--- src/rtl/eq_fir_sequencer.sv ---
// Tap sequencer and signed accumulator for one equalizer FIR section, driving an external
// unsigned 24x16 multiplier. Optional output clamping is built when EQ_FIR_SAT_EN is defined.
module eq_fir_sequencer #(
    parameter int TAPS = 8
) (
    input  logic        i_clk,
    input  logic        i_rst,
    input  logic [23:0] i_sample,
    input  logic        i_sample_valid,
    output logic        o_in_ready,
    input  logic        i_coef_we,
    input  logic [4:0]  i_coef_addr,
    input  logic [15:0] i_coef_data,
    output logic [23:0] o_mult_sample,
    output logic [15:0] o_mult_coefficient,
    output logic        o_mult_start,
    input  logic [39:0] i_mult_product,
    input  logic        i_mult_ready,
    output logic [23:0] o_sample,
    output logic        o_valid
);

    typedef enum logic [1:0] {
        S_IDLE  = 2'd0,
        S_ISSUE = 2'd1,
        S_WAIT  = 2'd2,
        S_DONE  = 2'd3
    } state_t;

    localparam logic [4:0] LAST_TAP = 5'(TAPS - 1);

    state_t             state_q, state_d;
    logic [23:0]        delay_q [TAPS];
    logic [23:0]        delay_d [TAPS];
    logic [15:0]        coef_q  [TAPS];
    logic [15:0]        coef_d  [TAPS];
    logic signed [47:0] acc_q, acc_d;
    logic [4:0]         tap_q, tap_d;
    logic               first_q, first_d;
    logic               neg_q, neg_d;
    logic [23:0]        msamp_q, msamp_d;
    logic [15:0]        mcoef_q, mcoef_d;
    logic [23:0]        out_q, out_d;
    logic               valid_q, valid_d;
    logic [23:0]        sel_sample_s;
    logic [15:0]        sel_coef_s;
    logic signed [47:0] prod_s;

    function automatic logic [23:0] mag24(input logic [23:0] v);
        return v[23] ? (~v + 24'd1) : v;
    endfunction

    function automatic logic [15:0] mag16(input logic [15:0] v);
        return v[15] ? (~v + 16'd1) : v;
    endfunction

`ifdef EQ_FIR_SAT_EN
    logic signed [47:0] y_s;
    assign y_s = (acc_q + 48'sd16384) >>> 15;
`endif

    assign prod_s             = {8'd0, i_mult_product};
    assign o_in_ready         = (state_q == S_IDLE);
    assign o_mult_start       = (state_q == S_ISSUE) && i_mult_ready;
    assign o_mult_sample      = msamp_q;
    assign o_mult_coefficient = mcoef_q;
    assign o_sample           = out_q;
    assign o_valid            = valid_q;

    // Next-state, datapath and operand-capture logic
    always_comb begin
        state_d = state_q;
        delay_d = delay_q;
        coef_d  = coef_q;
        acc_d   = acc_q;
        tap_d   = tap_q;
        first_d = first_q;
        neg_d   = neg_q;
        msamp_d = msamp_q;
        mcoef_d = mcoef_q;
        out_d   = out_q;
        valid_d = 1'b0;
        sel_sample_s = 24'd0;
        sel_coef_s   = 16'd0;

        for (int k = 0; k < TAPS; k++) begin
            if (i_coef_we && (i_coef_addr == 5'(k))) begin
                coef_d[k] = i_coef_data;
            end else begin
                coef_d[k] = coef_q[k];
            end
        end

        case (state_q)
            S_IDLE: begin
                if (i_sample_valid) begin
                    delay_d[0] = i_sample;
                    for (int k = 1; k < TAPS; k++) begin
                        delay_d[k] = delay_q[k-1];
                    end
                    acc_d   = 48'sd0;
                    tap_d   = 5'd0;
                    state_d = S_ISSUE;
                end else begin
                    state_d = S_IDLE;
                end
            end
            S_ISSUE: begin
                if (i_mult_ready) begin
                    first_d = 1'b1;
                    state_d = S_WAIT;
                end else begin
                    state_d = S_ISSUE;
                end
            end
            S_WAIT: begin
                // The multiplier still shows ready in the cycle right after start.
                if (first_q) begin
                    first_d = 1'b0;
                end else if (i_mult_ready) begin
                    acc_d = neg_q ? (acc_q - prod_s) : (acc_q + prod_s);
                    if (tap_q == LAST_TAP) begin
                        state_d = S_DONE;
                    end else begin
                        tap_d   = tap_q + 5'd1;
                        state_d = S_ISSUE;
                    end
                end else begin
                    state_d = S_WAIT;
                end
            end
            S_DONE: begin
`ifdef EQ_FIR_SAT_EN
                if (y_s > 48'sd8388607) begin
                    out_d = 24'h7FFFFF;
                end else if (y_s < -48'sd8388608) begin
                    out_d = 24'h800000;
                end else begin
                    out_d = y_s[23:0];
                end
`else
                out_d = 24'((acc_q + 48'sd16384) >>> 15);
`endif
                valid_d = 1'b1;
                state_d = S_IDLE;
            end
            default: begin
                state_d = S_IDLE;
            end
        endcase

        for (int k = 0; k < TAPS; k++) begin
            sel_sample_s = (tap_d == 5'(k)) ? delay_d[k] : sel_sample_s;
            sel_coef_s   = (tap_d == 5'(k)) ? coef_d[k]  : sel_coef_s;
        end

        // Operands track the upcoming tap while in ISSUE, then freeze through WAIT.
        if (state_d == S_ISSUE) begin
            msamp_d = mag24(sel_sample_s);
            mcoef_d = mag16(sel_coef_s);
            neg_d   = sel_sample_s[23] ^ sel_coef_s[15];
        end else begin
            msamp_d = msamp_q;
            mcoef_d = mcoef_q;
            neg_d   = neg_q;
        end
    end

    // State and datapath registers with synchronous reset
    always_ff @(posedge i_clk) begin
        if (i_rst) begin
            state_q <= S_IDLE;
            for (int k = 0; k < TAPS; k++) begin
                delay_q[k] <= 24'd0;
                coef_q[k]  <= 16'd0;
            end
            acc_q   <= 48'sd0;
            tap_q   <= 5'd0;
            first_q <= 1'b0;
            neg_q   <= 1'b0;
            msamp_q <= 24'd0;
            mcoef_q <= 16'd0;
            out_q   <= 24'd0;
            valid_q <= 1'b0;
        end else begin
            state_q <= state_d;
            delay_q <= delay_d;
            coef_q  <= coef_d;
            acc_q   <= acc_d;
            tap_q   <= tap_d;
            first_q <= first_d;
            neg_q   <= neg_d;
            msamp_q <= msamp_d;
            mcoef_q <= mcoef_d;
            out_q   <= out_d;
            valid_q <= valid_d;
        end
    end

endmodule

--- config.mk ---
export PLATFORM = sky130hd
export DESIGN_NAME = eq_fir_sequencer
export DESIGN_NICKNAME = d
export VERILOG_FILES = /design/src/rtl/eq_fir_sequencer.sv
export SDC_FILE = /design/constraint.sdc
export NUM_CORES = 1
export LEC_CHECK = 0
export BUFFER_PORTS_ARGS = -buffer_cell sky130_fd_sc_hd__buf_2
export CORE_MARGIN = 2
export CORE_UTILIZATION = 55
export DETAILED_ROUTE_END_ITERATION = 7
export PLACE_DENSITY = 0.84
export SLEW_MARGIN = 25
export SYNTH_ARGS = -nofsm -noshare
export SYNTH_HDL_FRONTEND = slang
export SYNTH_SLANG_ARGS = --single-unit
--- constraint.sdc ---
create_clock -name i_clk -period 4.77 [get_ports i_clk]
set_clock_uncertainty 0.15 [all_clocks]
set_input_delay 0.477 -clock i_clk [delete_from_list [all_inputs] [get_ports i_clk]]
set_output_delay 0.477 -clock i_clk [all_outputs]
set_load 0.005 [all_outputs]
* Yosys cells after proc, flatten, opt, wreduce, memory -nomap -nowiden
Cells that the tools add are included.
** Operators by class
- Add/sub/neg operators :: 6
- Equality and inequality tests :: 23
- Multiplexer cells :: 47
- Bitwise operators :: 3
- Reduce and logical (&&, ||, !) cells :: 16
** Operators with widths (count)
- 2-to-1 mux 192 bit :: 2
- 2-to-1 mux 16 bit :: 17
- 2-to-1 mux 24 bit :: 9
- 2-to-1 mux 48 bit :: 4
- case mux 48 bit (2 select lines) :: 1
- adder 48 x 41 -> 48 bit :: 1
- subtractor 48 x 41 -> 48 bit :: 1
- == test 5 x 3 -> 1 bit, second input constant :: 9
- adder 39 x 16 -> 39 bit, second input constant :: 1
- adder 24 x 1 -> 24 bit, second input constant :: 1
- NOT 24 bit :: 1
- == test 5 x 2 -> 1 bit, second input constant :: 4
- 2-to-1 mux 5 bit :: 4
- adder 16 x 1 -> 16 bit, second input constant :: 1
- NOT 16 bit :: 1
- == test 5 x 1 -> 1 bit, second input constant :: 2
- zero test 5 bit :: 2
- case mux 5 bit (2 select lines) :: 1
- logical AND 1 bit :: 9
- 2-to-1 mux 2 bit :: 4
- != test 2 bit, second input constant :: 4
- case mux 2 bit (4 select lines) :: 1
- adder 5 x 1 -> 5 bit, second input constant :: 1
- == test 2 x 1 -> 1 bit, second input constant :: 2
- other kinds (8) :: 12
** Storage, ports and cells
- Bits in registers :: 442

* Depth between registers and ports, before layout
- Depth in word-level cells :: 17
- Mapped depth :: 21
- Depth with buffers taken out :: 21

* Least setup slack after synthesis
No wires, ideal clock.
- Path type :: input to register
- Start :: input port i_mult_product[2]
- End :: register acc_q[35]
- Library setup time :: 140 ps
- Arrival time :: 4389 ps
- Required time :: 4480 ps
- Path slack :: 91 ps
- Stages on the path :: 20
- Path buffers :: 0
- Path through :: nor2_1 > nor4b_1 > nand2_1 > nor2_1 > nand3b_1 > nor3b_1 > nor3b_1 > a21oi_1 > xnor2_1 > ha_1 > o21ai_0 > o221ai_1 > a21o_1 > a21oi_1 > nor2_1 > a211oi_1 > o31a_1 > o311ai_0 > o311ai_0 > o211ai_1
** Between the ends
- Longest elaborated chain between the ends :: 5
** Ends and longest elaborated chain
- start, declared :: RTL line 17 : input logic [39:0] i_mult_product,
- adder 48 x 41 -> 48 bit / subtractor 48 x 41 -> 48 bit (equally long branches) :: RTL line 121 : acc_d = neg_q ? (acc_q - prod_s) : (acc_q + prod_s);
- 2-to-1 mux 48 bit (*) :: RTL line 121
- 2-to-1 mux 48 bit (*) :: RTL line 120 : end else if (i_mult_ready) begin
- 2-to-1 mux 48 bit (*) :: RTL line 118 : if (first_q) begin
- case mux 48 bit (2 select lines) (*) :: RTL line 94 : case (state_q)
- end signal, assigned :: RTL line 177 : acc_q <= 48'sd0;
- end signal, assigned :: RTL line 189 : acc_q <= acc_d;
- end, declared :: RTL line 37 : logic signed [47:0] acc_q, acc_d;
Every way passes the cells marked *; elsewhere a longest branch is shown, timed or not. The select of a mux whose other input is x is not followed.
A chain may end at the register's enable or synchronous reset.

* Worst setup path after layout
- Start :: register tap_q[1]
- End :: register mcoef_q[11], in the netlist o_mult_coefficient[11]
** Between the ends
- Longest elaborated chain between the ends :: 17
** Ends and longest elaborated chain
- start, declared :: RTL line 38 : logic [4:0] tap_q, tap_d;
- start signal, assigned :: RTL line 190 : tap_q <= tap_d;
- adder 5 x 1 -> 5 bit / == test 5 x 3 -> 1 bit (equally long branches) :: RTL line 125, 122
- 2-to-1 mux 5 bit :: RTL line 122 : if (tap_q == LAST_TAP) begin
- 2-to-1 mux 5 bit :: RTL line 120
- 2-to-1 mux 5 bit :: RTL line 118
- case mux 5 bit (2 select lines) :: RTL line 94
- zero test 5 bit :: RTL line 154 : sel_coef_s = (tap_d == 5'(k)) ? coef_d[k] : sel_coef_s;
- 2-to-1 mux 16 bit (8 in series) :: RTL line 154
- NOT 16 bit :: RTL line 54 : return v[15] ? (~v + 16'd1) : v;
- adder 16 x 1 -> 16 bit :: RTL line 54
- 2-to-1 mux 16 bit :: RTL line 54
- end signal, assigned :: RTL line 194 : mcoef_q <= mcoef_d;
- end, declared :: RTL line 42 : logic [15:0] mcoef_q, mcoef_d;
Parallel ways exist; a longest one is shown, timed or not.

==> reports/qor.csv <==
metric;value;unit
critical path, cell by cell;ha_1, nand4bb_1, a2111o_1, a22oi_4, nand2_2, buf_4, o22a_1, a31oi_1, or3_1, nor4_4, or3_1, a32o_1;
Max rail drop VDD;0.000282;V
Layout area overhead;14.1;%
worst slew pin tran;0.957;ns
vias per inst;6.32;
sequential area share after synthesis;38.4;%
dpl ws;-0.364;ns
vias in the first global route;20400;
Setup Viol. Count Final;0;
placed instance area;24200;um^2
post-layout util;63.3;%
Cells after Synth;2767;
via count;22000;
initial antenna violation count;1;
CTS tree;built;
layout cells sized above 1;14.6;%
flops & latches, synth;433;
LEAKAGE;10.3;nW
asr flop ratio synth;0;%
clk_lat worst skew;0.59;ns
Synth Net Count;2901;
fin nets;3044;
CP Max Fanout;9;
number of stages on the worst setup path;12;
Wirelength per Cell;20.7;um
final worst setup slack;0.229;ns
residual DRC count;0;
Slew headroom;36.2;%
ys flop type;dfxtp_1;
HP Class;input pin to flip-flop;
cell area after synthesis;22600;um^2
hold depth;3;
die area;42700;um^2
Yosys warning count;0;
EDFF count, synth;0;
CTS Root Cell;clkbuf_16;
I/O pin count;157;
Pins Over Slew Limit;0;
Routed WL;72000;um
Core ar.;40700;um^2
Starting Density;55.5;%
Routed Antenna Nets;0;
GR Util All Layers;32.4;%
CTS buffer count;46;
H-tree Lvls;2;
post-route design area;25800;um^2
crit path launch type;flip-flop;
DP HPWL;51200;um
MaxCap Viol Count;0;
f_max;220;MHz
Max Root-Sink Buffers;3;
CTS Sinks;433;
number of DRC markers in iteration 0;2533;
largest net degree at the start of global routing;134;
Post-Syn Area per Cell;8.17;um^2
slowest CP cell;a31oi_1;
Crit. End Element;flip-flop;
gp weighted congestion;0.946;
first-pass GRT wire length;109000;um
fillers;3434;
row count;74;
Worst Reg2Reg Path Length in Cells;12;
Pwr Density;332;nW/um^2
most used cell, CP;or3_1;
Cell variety after synth;102;
CP top delay family;compound AO/OA/AOI/OAI gates;
Die H;207;um
die width;207;um
Tcrit/Tclk final;95.2;%
post-layout min period;4.54;ns
Final Hold Fails;0;
# port buffers;155;
run status;finished, final reports clean;
RSZ-0062 raised after global routing;no;
WS Path Type;flip-flop to flip-flop;
GR Overflow Total;0;
CP max stage delay;0.66;ns
Worst Path Buf+Inv;1;
DR pass1 iterations;8;
Worst Path Arrival;4.87;ns
clk slew on worst S/H paths;0.06;ns
Crit path required time;5.10;ns
[flip-flops by register name (all words and copies together) (netlist names)]
signal and cells:
coef_q 128, tap_q 5, state_q 2, o_valid 1, acc_q 39, first_q 1, delay_q 192, o_mult_coefficient 16
o_sample 24, neg_q 1, o_mult_sample 24
[final cells by class]
| type | count | area, um^2 | share of cell area (%) |
|---|---|---|---|
| Clock inverter | 11 | 140 | 0.543 |
| Timing Repair Buffer | 298 | 1890 | 7.33 |
| Sequential cell | 433 | 8670 | 33.6 |
| Tap cell | 532 | 666 | 2.58 |
| Multi-Input combinational cell | 2111 | 13000 | 50.3 |
| Inverter | 20 | 75.1 | 0.291 |
| Antenna cell | 1 | 2.50 | 0.00970 |
| Clock buffer | 66 | 1370 | 5.30 |
[Yosys cell counts, types with 9 or more instances]
| cell | instances | area (um^2) |
|---|---|---|
| a31oi_1 | 14 | 87.6 |
| o211ai_1 | 18 | 135 |
| or4_1 | 14 | 105 |
| xor2_1 | 27 | 236 |
| and2_1 | 14 | 87.6 |
| buf_4 | 10 | 75.1 |
| nor2_1 | 347 | 1300 |
| dfxtp_1 | 433 | 8670 |
| o21a_1 | 10 | 75.1 |
| a2bb2oi_1 | 9 | 78.8 |
| o22ai_1 | 25 | 156 |
| inv_1 | 20 | 75.1 |
| nor2b_1 | 16 | 100 |
| or3_1 | 18 | 113 |
| a21oi_1 | 283 | 1420 |
| o21ai_0 | 83 | 415 |
| clkbuf_1 | 129 | 484 |
| nand2b_1 | 20 | 125 |
| buf_1 | 10 | 37.5 |
| nor4_1 | 13 | 81.3 |
| nand3_1 | 51 | 255 |
| a32oi_1 | 9 | 78.8 |
| xnor2_1 | 74 | 648 |
| nand2_1 | 416 | 1560 |
| a21boi_0 | 10 | 75.1 |
| a22oi_1 | 29 | 218 |
| and3_1 | 24 | 150 |
| nand4_1 | 17 | 106 |
| o221ai_1 | 10 | 87.6 |
| a21o_1 | 24 | 180 |
| nor3_1 | 39 | 195 |
| buf_2 | 46 | 230 |
| a211oi_1 | 55 | 413 |
| o31a_1 | 11 | 96.3 |
| mux2i_1 | 169 | 1690 |
| ha_1 | 43 | 538 |
[through the flow]
step | power, mW | hold WS [ns] | cells | setup TNS [ns]
2_1_floorplan | 4.57 | 0.278 | 2767 | 0
3_3_place_gp | 4.94 | 0.285 | 3392 | -0.143
3_5_place_dp | 4.97 | 0.289 | 3392 | -1.07
4_1_cts | 8.56 | 0.00481 | 3471 | 0
5_1_grt | 8.81 | 0.0157 | 3472 | 0
6_report | 8.57 | 0.00818 | 3472 | 0
[cells by family (layout without fill, tap and decap cells)]
logic type | count (synthesis) | in the layout | share of synthesized area, %
flip-flops | 433 | 433 | 38.4
AND/OR/NAND/NOR | 1050 | 1050 | 21.1
adder cells (fa/ha/maj) | 44 | 44 | 2.47
XOR/XNOR | 101 | 101 | 3.91
other | 0 | 1 | 0
multiplexers | 176 | 176 | 7.83
AO/OA/AOI/OAI | 740 | 740 | 21.9
buffers and inverters | 223 | 395 | 4.39
[per-layer routing]
layer	part of all wire (%)	up-vias	global-route usage (%)
li1	-	10200	-
met2	45	1147	51.1
met3	9.3	263	6.36
met5	0	-	0
met1	40	10400	41.2
met4	6.2	0	19.3
[path summary, 6_finish.rpt]
check               startpoint                      to  slack, ns
min               i_sample[12]            delay_q[180]      0.008
min reg2reg  o_mult_sample[14]       o_mult_sample[14]       0.30
max reg2reg           tap_q[1]  o_mult_coefficient[11]       0.23
max                   tap_q[1]  o_mult_coefficient[11]       0.23
[worst min-delay path: stages]
cell and delay, ns:
buf_2 0.12, nand2_1 0.05, a21oi_1 0.05
[timing repair]
item,4_1_cts,5_1_grt
endpoints found under the setup margin,0,7
hold buffers,2,0
gates resized for setup,0,3
setup buffers,0,0
hold endpoints to repair,2,0
[report_power, final]
part | switching, mW | internal (mW) | leakage [nW]
registers | 0.0500 | 3.69 | 3.50
clock network | 1.51 | 2.14 | 0.745
logic | 0.749 | 0.432 | 6.05
[cells in the final DEF (no fill, tap or decap), types with 9 or more instances in the layout]
master / count
nor4_1: 13
clkbuf_8: 12
o31a_1: 11
nand2_1: 416
and2_1: 14
buf_2: 154
o221ai_1: 10
nand3_1: 51
nor2b_1: 16
dfxtp_1: 433
o22ai_1: 25
a2bb2oi_1: 9
or3_1: 18
nor2_1: 345
ha_1: 43
xor2_1: 27
nand4_1: 17
xnor2_1: 74
nor3_1: 39
nand2b_1: 20
and3_1: 24
inv_1: 20
o211ai_1: 18
a31oi_1: 14
mux2i_1: 169
a211oi_1: 55
clkbuf_16: 47
o21a_1: 10
a21boi_0: 10
o21ai_0: 83
a21o_1: 24
a22oi_1: 29
a21oi_1: 283
a32oi_1: 9
buf_4: 139
or4_1: 14
Power figures use the tool's default switching activity.
